<file path="src/rtl/frame_signature.sv">
// -----------------------------------------------------------------------------
// frame_signature
//   Passive observer of the sprite/SVGA pixel stream. For every complete frame
//   it computes a CRC-16-CCITT signature (poly 16'h1021) over the 6-bit pixel
//   colours, MSB first, together with pixel and line counts. The results are
//   held until the readout side acknowledges them.
//
//   The first frame after reset or after re-enabling is partial and is never
//   captured. The FSM waits in SYNC for a frame boundary, then moves to RUN.
//
// Optional feature (macro FRAME_SIG_COMPARE_EN):
//   Adds a compare against expected_sig on every capture, giving a held
//   mismatch flag and a saturating mismatch counter.
//
// Ports
//   clk, reset        clock, synchronous active-high reset
//   enable            arms signature generation
//   pixel_en          qualifies rrggbb this cycle
//   rrggbb [5:0]      pixel colour (0 during blanking)
//   next_vertical     pulse, last cycle of a line
//   next_frame        pulse, last cycle of a frame
//   sig [15:0]        CRC of last captured frame
//   pix_count         pixel count of last captured frame
//   line_count        line count of last captured frame
//   sig_valid         capture held and not yet acknowledged
//   sig_ack           clears sig_valid
//   overrun           sticky: a capture overwrote unacknowledged results
//   expected_sig, mismatch, mismatch_count   (FRAME_SIG_COMPARE_EN only)
// -----------------------------------------------------------------------------
module frame_signature #(
    parameter int          PIX_W    = 20,
    parameter int          LINE_W   = 10,
    parameter logic [15:0] CRC_INIT = 16'hFFFF
) (
    input  logic              clk,
    input  logic              reset,
    input  logic              enable,
    input  logic              pixel_en,
    input  logic [5:0]        rrggbb,
    input  logic              next_vertical,
    input  logic              next_frame,
    output logic [15:0]       sig,
    output logic [PIX_W-1:0]  pix_count,
    output logic [LINE_W-1:0] line_count,
    output logic              sig_valid,
    input  logic              sig_ack,
`ifdef FRAME_SIG_COMPARE_EN
    input  logic [15:0]       expected_sig,
    output logic              mismatch,
    output logic [7:0]        mismatch_count,
`endif
    output logic              overrun
);

    localparam logic [15:0] CRC_POLY = 16'h1021;

    typedef enum logic {SYNC, RUN} state_t;

    state_t              state_q, state_d;
    logic [15:0]         crc_q, crc_d;
    logic [PIX_W-1:0]    pix_cnt_q, pix_cnt_d;
    logic [LINE_W-1:0]   line_cnt_q, line_cnt_d;
    logic [15:0]         sig_q, sig_d;
    logic [PIX_W-1:0]    pix_count_q, pix_count_d;
    logic [LINE_W-1:0]   line_count_q, line_count_d;
    logic                sig_valid_q, sig_valid_d;
    logic                overrun_q, overrun_d;
`ifdef FRAME_SIG_COMPARE_EN
    logic                mismatch_q, mismatch_d;
    logic [7:0]          mismatch_count_q, mismatch_count_d;
`endif

    // Six chained single-bit CRC steps; stage 0 consumes rrggbb[5].
    logic [15:0] crc_chain [0:6];
    assign crc_chain[0] = crc_q;

    genvar gi;
    generate
        for (gi = 0; gi < 6; gi++) begin : g_crc_bit
            logic fb;
            assign fb = crc_chain[gi][15] ^ rrggbb[5-gi];
            assign crc_chain[gi+1] = {crc_chain[gi][14:0], 1'b0} ^ (fb ? CRC_POLY : 16'h0000);
        end
    endgenerate

    // Running values including this cycle's pixel and line pulse.
    logic [15:0]       crc_upd;
    logic [PIX_W-1:0]  pix_upd;
    logic [LINE_W-1:0] line_upd;

    assign crc_upd  = pixel_en ? crc_chain[6] : crc_q;
    assign pix_upd  = pix_cnt_q + {{(PIX_W-1){1'b0}}, pixel_en};
    assign line_upd = line_cnt_q + {{(LINE_W-1){1'b0}}, next_vertical};

    always_comb begin
        state_d      = state_q;
        crc_d        = crc_q;
        pix_cnt_d    = pix_cnt_q;
        line_cnt_d   = line_cnt_q;
        sig_d        = sig_q;
        pix_count_d  = pix_count_q;
        line_count_d = line_count_q;
        sig_valid_d  = sig_valid_q;
        overrun_d    = overrun_q;
`ifdef FRAME_SIG_COMPARE_EN
        mismatch_d       = mismatch_q;
        mismatch_count_d = mismatch_count_q;
`endif

        // An acknowledge without a capture drops the valid flag; a capture
        // in the same cycle overrides it below.
        if (sig_ack) begin
            sig_valid_d = 1'b0;
        end

        case (state_q)
            SYNC: begin
                // Running accumulators stay at their seed while waiting.
                crc_d      = CRC_INIT;
                pix_cnt_d  = '0;
                line_cnt_d = '0;
                if (enable && next_frame) begin
                    state_d = RUN;
                end
            end
            RUN: begin
                if (!enable) begin
                    state_d    = SYNC;
                    crc_d      = CRC_INIT;
                    pix_cnt_d  = '0;
                    line_cnt_d = '0;
                end else if (next_frame) begin
                    sig_d        = crc_upd;
                    pix_count_d  = pix_upd;
                    line_count_d = line_upd;
                    // Overrun only when the previous result was never read.
                    if (sig_valid_q && !sig_ack) begin
                        overrun_d = 1'b1;
                    end
                    sig_valid_d = 1'b1;
                    crc_d       = CRC_INIT;
                    pix_cnt_d   = '0;
                    line_cnt_d  = '0;
`ifdef FRAME_SIG_COMPARE_EN
                    mismatch_d = (crc_upd != expected_sig);
                    if ((crc_upd != expected_sig) && (mismatch_count_q != 8'hFF)) begin
                        mismatch_count_d = mismatch_count_q + 8'd1;
                    end
`endif
                end else begin
                    crc_d      = crc_upd;
                    pix_cnt_d  = pix_upd;
                    line_cnt_d = line_upd;
                end
            end
            default: state_d = SYNC;
        endcase
    end

    always_ff @(posedge clk) begin
        if (reset) begin
            state_q      <= SYNC;
            crc_q        <= CRC_INIT;
            pix_cnt_q    <= '0;
            line_cnt_q   <= '0;
            sig_q        <= '0;
            pix_count_q  <= '0;
            line_count_q <= '0;
            sig_valid_q  <= 1'b0;
            overrun_q    <= 1'b0;
`ifdef FRAME_SIG_COMPARE_EN
            mismatch_q       <= 1'b0;
            mismatch_count_q <= '0;
`endif
        end else begin
            state_q      <= state_d;
            crc_q        <= crc_d;
            pix_cnt_q    <= pix_cnt_d;
            line_cnt_q   <= line_cnt_d;
            sig_q        <= sig_d;
            pix_count_q  <= pix_count_d;
            line_count_q <= line_count_d;
            sig_valid_q  <= sig_valid_d;
            overrun_q    <= overrun_d;
`ifdef FRAME_SIG_COMPARE_EN
            mismatch_q       <= mismatch_d;
            mismatch_count_q <= mismatch_count_d;
`endif
        end
    end

    assign sig        = sig_q;
    assign pix_count  = pix_count_q;
    assign line_count = line_count_q;
    assign sig_valid  = sig_valid_q;
    assign overrun    = overrun_q;
`ifdef FRAME_SIG_COMPARE_EN
    assign mismatch       = mismatch_q;
    assign mismatch_count = mismatch_count_q;
`endif

endmodule

</file>
<file path="config.mk">
export PLATFORM = sky130hd
export DESIGN_NAME = frame_signature
export DESIGN_NICKNAME = d
export VERILOG_FILES = /design/src/rtl/frame_signature.sv
export SDC_FILE = /design/constraint.sdc
export NUM_CORES = 1
export LEC_CHECK = 0
export ABC_AREA = 0
export CAP_MARGIN = 0
export CORE_MARGIN = 1.5
export CORE_UTILIZATION = 47
export DETAILED_ROUTE_END_ITERATION = 7
export GPL_ROUTABILITY_DRIVEN = 0
export HOLD_SLACK_MARGIN = 0.06
export PLACE_DENSITY_LB_ADDON = 0.25
export SLEW_MARGIN = 10
export SYNTH_ARGS = -nofsm -noshare
export SYNTH_HDL_FRONTEND = slang
export SYNTH_SLANG_ARGS = --single-unit
</file>
<file path="constraint.sdc">
create_clock -name clk -period 2.08 [get_ports clk]
set_clock_uncertainty 0.1 [all_clocks]
set_input_delay 0.624 -clock clk [delete_from_list [all_inputs] [get_ports clk]]
set_output_delay 0.624 -clock clk [all_outputs]
set_load 0.01 [all_outputs]
</file>
# Word level (Yosys, flattened, before mapping)
# Index checks and enable logic that the tools add are counted.
# word_totals
ff_bits	95
latch_bits	0
mem_bits_rw	0
mem_bits_ro	0
inputBits	13
out_inout_bits	48
n_memories	0
# classes
addsub	2
mul	0
div	0
order_cmp	0
n_eq_ne	0
shifts	0
muxes	23
n_bitwise	13
reduce_logical	5
# ops
cell	n
$xor A16 B13 Y16	6
$mux W13	6
$mux W16	3
$mux W20	2
$pmux W20 S2	1
$pmux W16 S2	1
$add A20 B1 Y20	1
$mux W10	2
$pmux W10 S2	1
$add A10 B1 Y10	1
$mux W1	6
$xor A1 B1 Y1	6
$reduce_and A4 Y1	1
$reduce_and A3 Y1	1
$logic_and A1 B1 Y1	2
$pmux W1 S2	1
$logic_not A1 Y1	1
$not A1 Y1	1

# Logic depth before layout (Yosys ltp)
# depth
depth_word	22
mapped_depth	7
depth_no_buf	6

# Worst setup path before layout
# Ideal clock, no wire load.
# synth_timing
kind	input to register
startpoint	in pixel_en
endpoint	reg pix_count_q[19] (netlist: pix_count[19])
setup_ps	91
arrival_ps	1954
t_required_ps	1889
setup_slack_ps	-65
path_stages	6
path_cell_list	ha_1 > nand2_1 > or3_1 > buf_2 > or4_4 > a311oi_1
# synth_between
elab_chain_cells	1
# synth_rtl
element	line	source
from (decl)	38	input logic pixel_en,
$add A20 B1 Y20	92	assign pix_upd = pix_cnt_q + {{(PIX_W-1){1'b0}}, pixel_en};
to (signal assigned)	181	pix_count_q <= pix_count_d;
to (decl)	64	logic [PIX_W-1:0] pix_count_q, pix_count_d;
# No other way between the ends.
# A chain may end at the register's enable or synchronous reset.

# Worst setup path after layout
# layout_timing
startpoint	reg pix_count_q[1] (netlist: pix_count[1])
endpoint	out pix_count[1]
# layout_rtl
element	line	source
to (decl)	43	output logic [PIX_W-1:0] pix_count,
# No word-level cell between the ends.

==> impl_metrics.toml <==
[floorplan]
coreArea_um2 = 7687
die_h_um = 91.80
start_util_pct = 48.21
die_area_um2 = 8427
die_w_um = 91.80
fp-row-count = 32
pin_count = 61

[synthesis]
synth_simple_gate_area_share_pct = 20.56
synth_top_family_by_area = "simple AND/OR/NAND/NOR gates"
syn-num-nets = 417
netlist_area_um2 = 3706
postSynthAreaPerCell_um2 = 9.288
ys_warn_count = 0
synth_edf_count = 0
yosys_register_bits = 95
yosys-top-cells-area = "dfxtp_1 (51%), nor2_1 (6.9%), a211oi_1 (5.9%), xor2_1 (4.5%), xnor2_1 (4.0%)"
synth-xor-area-share_pct = 8.508
synth-seq-area-share_pct = 51.32
ys.flop_type = "dfxtp_1"
synthMostInstantiatedCell = "dfxtp_1"
yosysTopAreaCellShare_pct = 51.32
synth_top_area_cell = "dfxtp_1"
synth-compound-area-share_pct = 11.48
synth_adder_area_share_pct = 1.688
ys_types = 38
synth.mux.area_fraction_pct = 3.680
syn_inst = 399
ys_async_sr_fraction_pct = 0
netlist_top_cells_count = "dfxtp_1 (95), nor2_1 (68), nand2_1 (37)"

[setup_path]
worstSetupPathType = "reg -> out"
crit_fanout = 2
cp_num_buf_inv = 1
crit_chain = "clkdlybuf4s50_1"
r2r_end = "pix_count[19]"
reg2regPathDepth = 4
crit_path_end_kind = "output port"
critPathLaunchType = "flip-flop"
critPathTopFamily = "buffers and inverters"
r2r_setup_slack_ps = 170
arrival_ps = 1280
slowest_delay_ps = 550
cp.required_ps = 1360
r2r_start = "pix_cnt_q[3]"
cp_slowest_cell = "clkdlybuf4s50_1"

[timing]
final-max-slew-violation-count = 0
setup_violations = 0
rsz0062_at_grt = "no"
min_period_ps = 2005
hold_slack_ps = 371.8
fmax_mhz = 498.7
tightest_slew_ps = 350.2
timing.final.crit_share_pct = 96.40
slew_headroom_pct = 75.99
hold_violations = 0

[clock_tree]
cts_tree = "yes"
cts_hold_buf = 0
insertion_delay_ps = 360
cts_buffers = 9
clkSlewWorstSetupHoldPaths_ps = 90
htree_levels = 3
clk_path_buf_depth = 2
clockRootBuffer = "clkbuf_8"
clock_sinks = 95

[detailed_routing]
totalWireLength_um = 7880
drt_iter0_markers = 170
ant_nets = 0
first_pass_iters = 4
drc_errors = 0
vias = 3018
wl_per_cell_um = 13.61
viasPerCell = 5.212

[status]
status = "finished, final reports clean"

[power]
vdd_drop_max_mv = 0.3323
power_density_nw_per_um2 = 669.1
power.leakage_nw = 1.651

[placed_design]
port_buffers = 60
hpwl_um = 5412
place_inst = 563

[global_route]
grt_use_total_pct = 19.30
met2_usage_pct = 30.35
use_met1_pct = 26.08
top_usage_layer = "met2"
antenna_found_initial = 0
grt_max_degree = 53
grt_pass1_wl_um = 12940
grt_overflow_total = 0
met3_usage_pct = 4.229
grt_pass1_vias = 2811

[final_layout]
area_growth_syn_to_layout_pct = 29.24
final_cells = 579
drive_gt1_share_pct = 12.79
antennaDiodeCount = 0
nets = 490

[worst_hold_path]
min_path_type = "reg -> reg"
hold_path_end = "sig[4]"
hold_start = "sig[4]"
hold_depth = 2

[run]
maxCapViolCount = 0
cell type report:
cell class / instances / area, um^2
tap: 102 / 127.6
timing repair buffer: 87 / 818.3
clock buffer: 11 / 151.4
sequential: 95 / 1902
fill: 694 / 2898
multi-input combinational: 277 / 1750
inverter: 2 / 7.507
clock inverter: 5 / 32.53
layer usage:
layer / vias to the layer above / share of wire (%)
met5: - / 0
met4: 0 / 1.2
met3: 8 / 4.3
met2: 60 / 46
met1: 1424 / 48
li1: 1526 / -
kinds of logic (layout without fill, tap and decap cells):
| group | count (synthesis) | count (layout) |
|---|---|---|
| flops | 95 | 95 |
| buf+inv | 27 | 105 |
| xor+xnor | 36 | 36 |
| fa+ha+maj | 5 | 5 |
| compound gates | 62 | 62 |
| simple gates | 161 | 161 |
| mux | 13 | 13 |
flip-flops by register name (all words and copies together) (netlist names):
signal      cells
pix_count      20
line_count     10
overrun         1
sig            16
crc_q          16
pix_cnt_q      20
sig_valid       1
state_q         1
line_cnt_q     10
per-stage QoR:
step / utilization, % / power, mW / setup slack (ps) / TNS, ps / instance area (um^2)
6_report: 62.30 / 3.205 / 74.80 / 0 / 4790
5_1_grt: 62.30 / 3.329 / 10.07 / 0 / 4790
4_1_cts: 62.09 / 3.231 / 10.55 / 0 / 4773
3_5_place_dp: 59.70 / 2.126 / -696.9 / -19390 / 4589
3_3_place_gp: 59.70 / 2.122 / -661.2 / -17870 / 4589
2_1_floorplan: - / 2.012 / -30.02 / -30.02 / 3734
where the power goes:
part / leakage (nW) / total, mW / internal (mW) / switching [mW]
clock: 0.0873 / 1.12 / 0.495 / 0.625
combinational: 0.796 / 0.231 / 0.120 / 0.111
sequential: 0.768 / 1.85 / 1.84 / 0.0133
total: 1.65 / 3.20 / 2.46 / 0.749
what timing repair did:
item | 4_1_cts | 5_1_grt
buffers inserted | 0 | 0
resized for setup | 2 | 4
setup endpoints to repair | 21 | 8
worst max-delay path by stage:
| stage | to | from | slack (ps) | depth (start not counted) |
|---|---|---|---|---|
| 2_1_floorplan | pix_count[19] | pixel_en | -30 | 6 |
| 3_3_place_gp | pix_count[19] | pixel_en | -660 | 6 |
| 3_5_place_dp | pix_count[19] | pixel_en | -700 | 6 |
| 4_1_cts | pix_count[17] | pixel_en | 10 | 7 |
| 5_1_grt | sig[13] | rrggbb[1] | 10 | 6 |
| 6_report | pix_count[1] | pix_count[1] | 70 | 1 |
placed cells by master, fill, tap and decap left out, types with 2 or more instances in the layout:
cell,n
dfxtp_1,95
nor2_1,68
clkdlybuf4s50_1,58
nand2_1,36
a211oi_1,29
buf_4,25
xor2_1,18
xnor2_1,16
nand3_1,13
a21oi_1,12
clkbuf_8,11
mux2i_1,8
nand2b_1,7
o21ai_0,7
nand4_1,6
mux2_2,5
a311oi_1,4
and3_1,4
and2_1,4
or3_1,4
ha_1,4
nand3b_1,3
o41ai_1,3
nor3_1,3
clkinvlp_4,3
inv_1,2
and4_1,2
nor4_1,2
o21bai_1,2
a31oi_1,2
clkinv_2,2
buf_12,2
Power figures use the tool's default switching activity.
==> RTL change 1 (config.mk and constraints unchanged) <==
Set the parameter `LINE_W` to 9 (it was 10).
--- a/src/rtl/frame_signature.sv
+++ b/src/rtl/frame_signature.sv
@@ -31,3 +31,3 @@
     parameter int          PIX_W    = 20,
-    parameter int          LINE_W   = 10,
+    parameter int          LINE_W   = 9,
     parameter logic [15:0] CRC_INIT = 16'hFFFF
Ports: changed (resized line_count); port bits go from 61 to 60. The function was not compared with the original's and may differ.
==> RTL change 1 against the unedited design <==
Final area is 2.1% higher. Setup slack worse by 0.018 ns. Largest power group unchanged. Utilization is 4.1 points higher. Wire length is 1.9% higher. Sequential cell count is 2 lower. Highest routed layer unchanged. First-iteration DRC count is 16% lower. Total power is 8.4% higher. Synthesized area is 1.6% lower.
==> RTL change 1: results (changes against the unedited design) <==
.. list-table::
   :header-rows: 1

   * - Metric
     - Value
   * - Run status
     - completed (unchanged)
   * - Hold WS
     - 0.3581 ns (was 0.3718 ns)
   * - Layout multi-input combinational cell count
     - 275 (was 277)
   * - Routed length per placed instance
     - 13.89 µm (was 13.61 µm)
   * - Non-clock buffer count
     - 92 (was 87)
   * - Worst IR Drop VDD
     - 0.0004113 V (was 0.0003323 V)
   * - Number of library cell types mapped by synthesis
     - 37 (was 38)
   * - Net count after synthesis
     - 413 (was 417)
   * - Cell types occupying the most area after synthesis
     - sky130_fd_sc_hd__dfxtp_1 51%, sky130_fd_sc_hd__nor2_1 6.9%, sky130_fd_sc_hd__a211oi_1 5.8%, sky130_fd_sc_hd__xnor2_1 4.3%, sky130_fd_sc_hd__xor2_1 4.1% (was sky130_fd_sc_hd__dfxtp_1 51%, sky130_fd_sc_hd__nor2_1 6.9%, sky130_fd_sc_hd__a211oi_1 5.9%, sky130_fd_sc_hd__xor2_1 4.5%, sky130_fd_sc_hd__xnor2_1 4.0%)
   * - Register area share after synthesis
     - 51.03% (was 51.32%)
   * - Static Leakage
     - 0.001656 µW (was 0.001651 µW)
   * - GR Layer Usage met3
     - 4.020% (was 4.229%)
   * - Detailed-route wire length on metal 1
     - 3878 µm (was 3813 µm)
   * - Post-layout min period
     - 2.023 ns (was 2.005 ns)
   * - Non-clock inverters
     - 3 (was 2)
   * - Via count of the first global-routing pass
     - 2904 (was 2811)
   * - Global-route usage over all layers
     - 20.29% (was 19.30%)
   * - Area of the multi-input gates
     - 1777 µm² (was 1750 µm²)
   * - Clock network contribution to total cell area
     - 4.910% (was 3.840%)
   * - First DRT Iteration DRCs
     - 143 (was 170)
   * - Reg2reg setup slack
     - 0.08 ns (was 0.17 ns)
   * - Estimated wirelength of the detail-placed design
     - 5717 µm (was 5412 µm)
   * - Count of sequential standard cells
     - 93 (was 95)
   * - Slew of the pin with the lowest slew margin
     - 0.3089 ns (was 0.3502 ns)
   * - Layout Nets
     - 492 (was 490)
   * - Layout cells sized above 1
     - 13.99% (was 12.79%)
   * - Placed Cells incl. Taps
     - 562 (was 563)
   * - Met2 track demand over resource in global routing
     - 32.71% (was 30.35%)
   * - Amount of wire on met3 after detailed routing
     - 321 µm (was 340 µm)
   * - Crit path max fanout
     - 3 (was 2)
   * - Mapped Avg Cell Area
     - 9.237 µm² (was 9.288 µm²)
   * - Layout Cells excl Fill
     - 578 (was 579)
   * - First-pass GRT wire length
     - 13550 µm (was 12940 µm)
   * - Placed Area
     - 4602 µm² (was 4589 µm²)
   * - Post-Place Worst Slack
     - -0.7581 ns (was -0.6969 ns)
   * - Met1 Track Usage GR
     - 27.01% (was 26.08%)
   * - Flip-flop cell with the highest count after synthesis
     - sky130_fd_sc_hd__dfxtp_1 (unchanged)
   * - Detail Route met2 WL
     - 3725 µm (was 3633 µm)
[RTL change 1: changes by cell type after synthesis, moves of 2 or more]
cell	change
sky130_fd_sc_hd__nand4_1	+2
sky130_fd_sc_hd__xor2_1	-2
sky130_fd_sc_hd__or4_1	+3
sky130_fd_sc_hd__and3_1	-4
sky130_fd_sc_hd__dfxtp_1	-2
[RTL change 1: power by group]
part	switching [µW]	internal, µW	leakage (µW)	total (µW)
sequential	12.9	1800	0.000752	1810
clock	594	831	0.000121	1420
combinational	113	123	0.000784	236
total	720	2750	0.00166	3470
[RTL change 1: cells by family after synthesis]
group,Yosys count,synth area share [%]
compound gates,60,11.32
fa+ha+maj,5,1.715
simple gates,162,20.99
mux,13,3.738
xor+xnor,35,8.402
flops,93,51.03
buf+inv,27,2.812
[RTL change 1: critical path: stages]
cell                              delay, ns
sky130_fd_sc_hd__clkdlybuf4s50_1       0.41
sky130_fd_sc_hd__xnor2_1               0.23
sky130_fd_sc_hd__xnor2_1               0.15
sky130_fd_sc_hd__buf_4                 0.16
sky130_fd_sc_hd__mux2_2                0.34
sky130_fd_sc_hd__a311oi_1              0.26
[RTL change 1: final timing paths]
check / startpoint / end / cells after the start
setup / recovery: rrggbb[5] / sig[6]$_SDFFE_PP0P_ / 6
hold / removal: sig[4]$_SDFFE_PP0P_ / sig[4]$_SDFFE_PP0P_ / 2
setup reg to reg: pix_cnt_q[7]$_SDFF_PP0_ / pix_count[17]$_SDFFE_PP0P_ / 4
hold reg to reg: sig[4]$_SDFFE_PP0P_ / sig[4]$_SDFFE_PP0P_ / 2
[RTL change 1: what timing repair did]
action / CTS / global route
pin swaps: 3 / 3
buffers inserted: 0 / 0
endpoints found under the setup margin: 20 / 8
gates resized for setup: 5 / 9
hold endpoints to repair: 0 / 0
==> RTL change 2 (config.mk and constraints unchanged) <==
Made on the original files. Put one more register stage on the output `pix_count`, without a reset. The value now appears one clock later. The other outputs are not delayed to match.
--- a/src/rtl/frame_signature.sv
+++ b/src/rtl/frame_signature.sv
@@ -192,3 +192,5 @@
     assign sig        = sig_q;
-    assign pix_count  = pix_count_q;
+    always_ff @(posedge clk) begin
+        pix_count <= pix_count_q;
+    end
     assign line_count = line_count_q;
Function: changed (a bounded check fails within 4 cycles, from zero or initial values and one cycle with reset high).
==> RTL change 2 against the unedited design <==
Wire length grew 8.6%. Final area grew 15%. Largest power group is now clock. Critical path depth is the same. Total power grew 60%. Synthesized area grew 12%. Sequential cell count grew 20. Setup slack gained 0.11 ns.
==> RTL change 2: results (changes against the unedited design) <==
.. list-table::
   :header-rows: 1

   * - Metric
     - Value
   * - Via count of the first global-routing pass
     - 3102 (was 2811)
   * - Run status
     - completed (unchanged)
   * - Slew of the pin with the lowest slew margin
     - 0.3952 ns (was 0.3502 ns)
   * - Register area share after synthesis
     - 55.47% (was 51.32%)
   * - Min-Delay Startpoint
     - pix_count_q[8]$_SDFFE_PP0P_ (was sig[4]$_SDFFE_PP0P_)
   * - Worst-skew pair later-pin latency
     - 0.51 ns (was 0.36 ns)
   * - Highest achievable clock rate
     - 526.9 MHz (was 498.7 MHz)
   * - Maximum number of pins on one net before global-route repair
     - 35 (was 53)
   * - Critical R2R Launch
     - pix_cnt_q[6]$_SDFF_PP0_ (was pix_cnt_q[3]$_SDFF_PP0_)
   * - Post-synthesis compound-gate area fraction
     - 10.58% (was 11.48%)
   * - Global-route usage over all layers
     - 18.90% (was 19.30%)
   * - First DRT Iteration DRCs
     - 137 (was 170)
   * - Layout Nets
     - 517 (was 490)
   * - Max H-tree Level
     - 4 (was 3)
   * - Area of the multi-input gates
     - 1763 µm² (was 1750 µm²)
   * - Cell types occupying the most area after synthesis
     - sky130_fd_sc_hd__dfxtp_1 55%, sky130_fd_sc_hd__nor2_1 5.6%, sky130_fd_sc_hd__a211oi_1 5.1%, sky130_fd_sc_hd__xor2_1 4.2%, sky130_fd_sc_hd__nand2_1 3.3% (was sky130_fd_sc_hd__dfxtp_1 51%, sky130_fd_sc_hd__nor2_1 6.9%, sky130_fd_sc_hd__a211oi_1 5.9%, sky130_fd_sc_hd__xor2_1 4.5%, sky130_fd_sc_hd__xnor2_1 4.0%)
   * - First-pass GRT wire length
     - 14300 µm (was 12940 µm)
   * - Xor and xnor fraction of the mapped netlist area
     - 7.386% (was 8.508%)
   * - Layout cells sized above 1
     - 13.28% (was 12.79%)
   * - Synthesized instance count
     - 421 (was 399)
   * - Synth top cells by count
     - 115 x sky130_fd_sc_hd__dfxtp_1, 62 x sky130_fd_sc_hd__nor2_1, 36 x sky130_fd_sc_hd__nand2_1 (was 95 x sky130_fd_sc_hd__dfxtp_1, 68 x sky130_fd_sc_hd__nor2_1, 37 x sky130_fd_sc_hd__nand2_1)
   * - Worst setup path endpoint
     - sig[6] (was pix_count[1])
   * - Synthesized-area fraction occupied by adder cells
     - 1.507% (was 1.688%)
   * - Net count after synthesis
     - 439 (was 417)
   * - Post-Place Worst Slack
     - -0.6008 ns (was -0.6969 ns)
## RTL change 2: how the worst min path moves through the flow
stage | to | slack (ns) | cells past startpoint
2_1_floorplan | pix_count[0]$_DFF_P_ | 0.23 | 0
3_3_place_gp | pix_count[5]$_DFF_P_ | 0.24 | 0
3_5_place_dp | pix_count[16]$_DFF_P_ | 0.24 | 0
4_1_cts | pix_count[16]$_DFF_P_ | 0.25 | 0
5_1_grt | pix_count[6]$_DFF_P_ | 0.26 | 0
6_report | pix_count[8]$_DFF_P_ | 0.25 | 0
## RTL change 2: layout make-up
cell class	count	area share [%]
Clock buffer	17	7.494
Sequential cell	115	41.66
Timing Repair Buffer	85	14.08
Tap cell	108	2.445
Clock inverter	15	2.422
Multi-Input combinational cell	280	31.90
## RTL change 2: routing by layer
metal | up-vias | global-route usage (%) | share of wire, %
li1 | 1624 | - | -
met1 | 1479 | 23.59 | 47
met2 | 78 | 29.69 | 47
met3 | 11 | 6.214 | 4.8
met4 | 0 | 8.584 | 1.2
met5 | - | 0 | 0
## RTL change 2: power groups by stage
stage / Sequential, µW / Combinational [µW] / Clock [µW]
finish: 2250 / 217 / 2650
global route: 2250 / 235 / 2800
CTS: 2250 / 219 / 2680
detailed placement: 2300 / 232 / 0
global placement: 2300 / 228 / 0
floorplan: 2310 / 111 / 0
## RTL change 2: logic make-up after synthesis
kind of cell | Yosys count
and+or+nand+nor | 162
buffers and inverters | 26
xor gates and xnor gates | 35
adders and majority gates | 5
muxes | 15
DFF | 115
AOI/OAI and AO/OA | 63
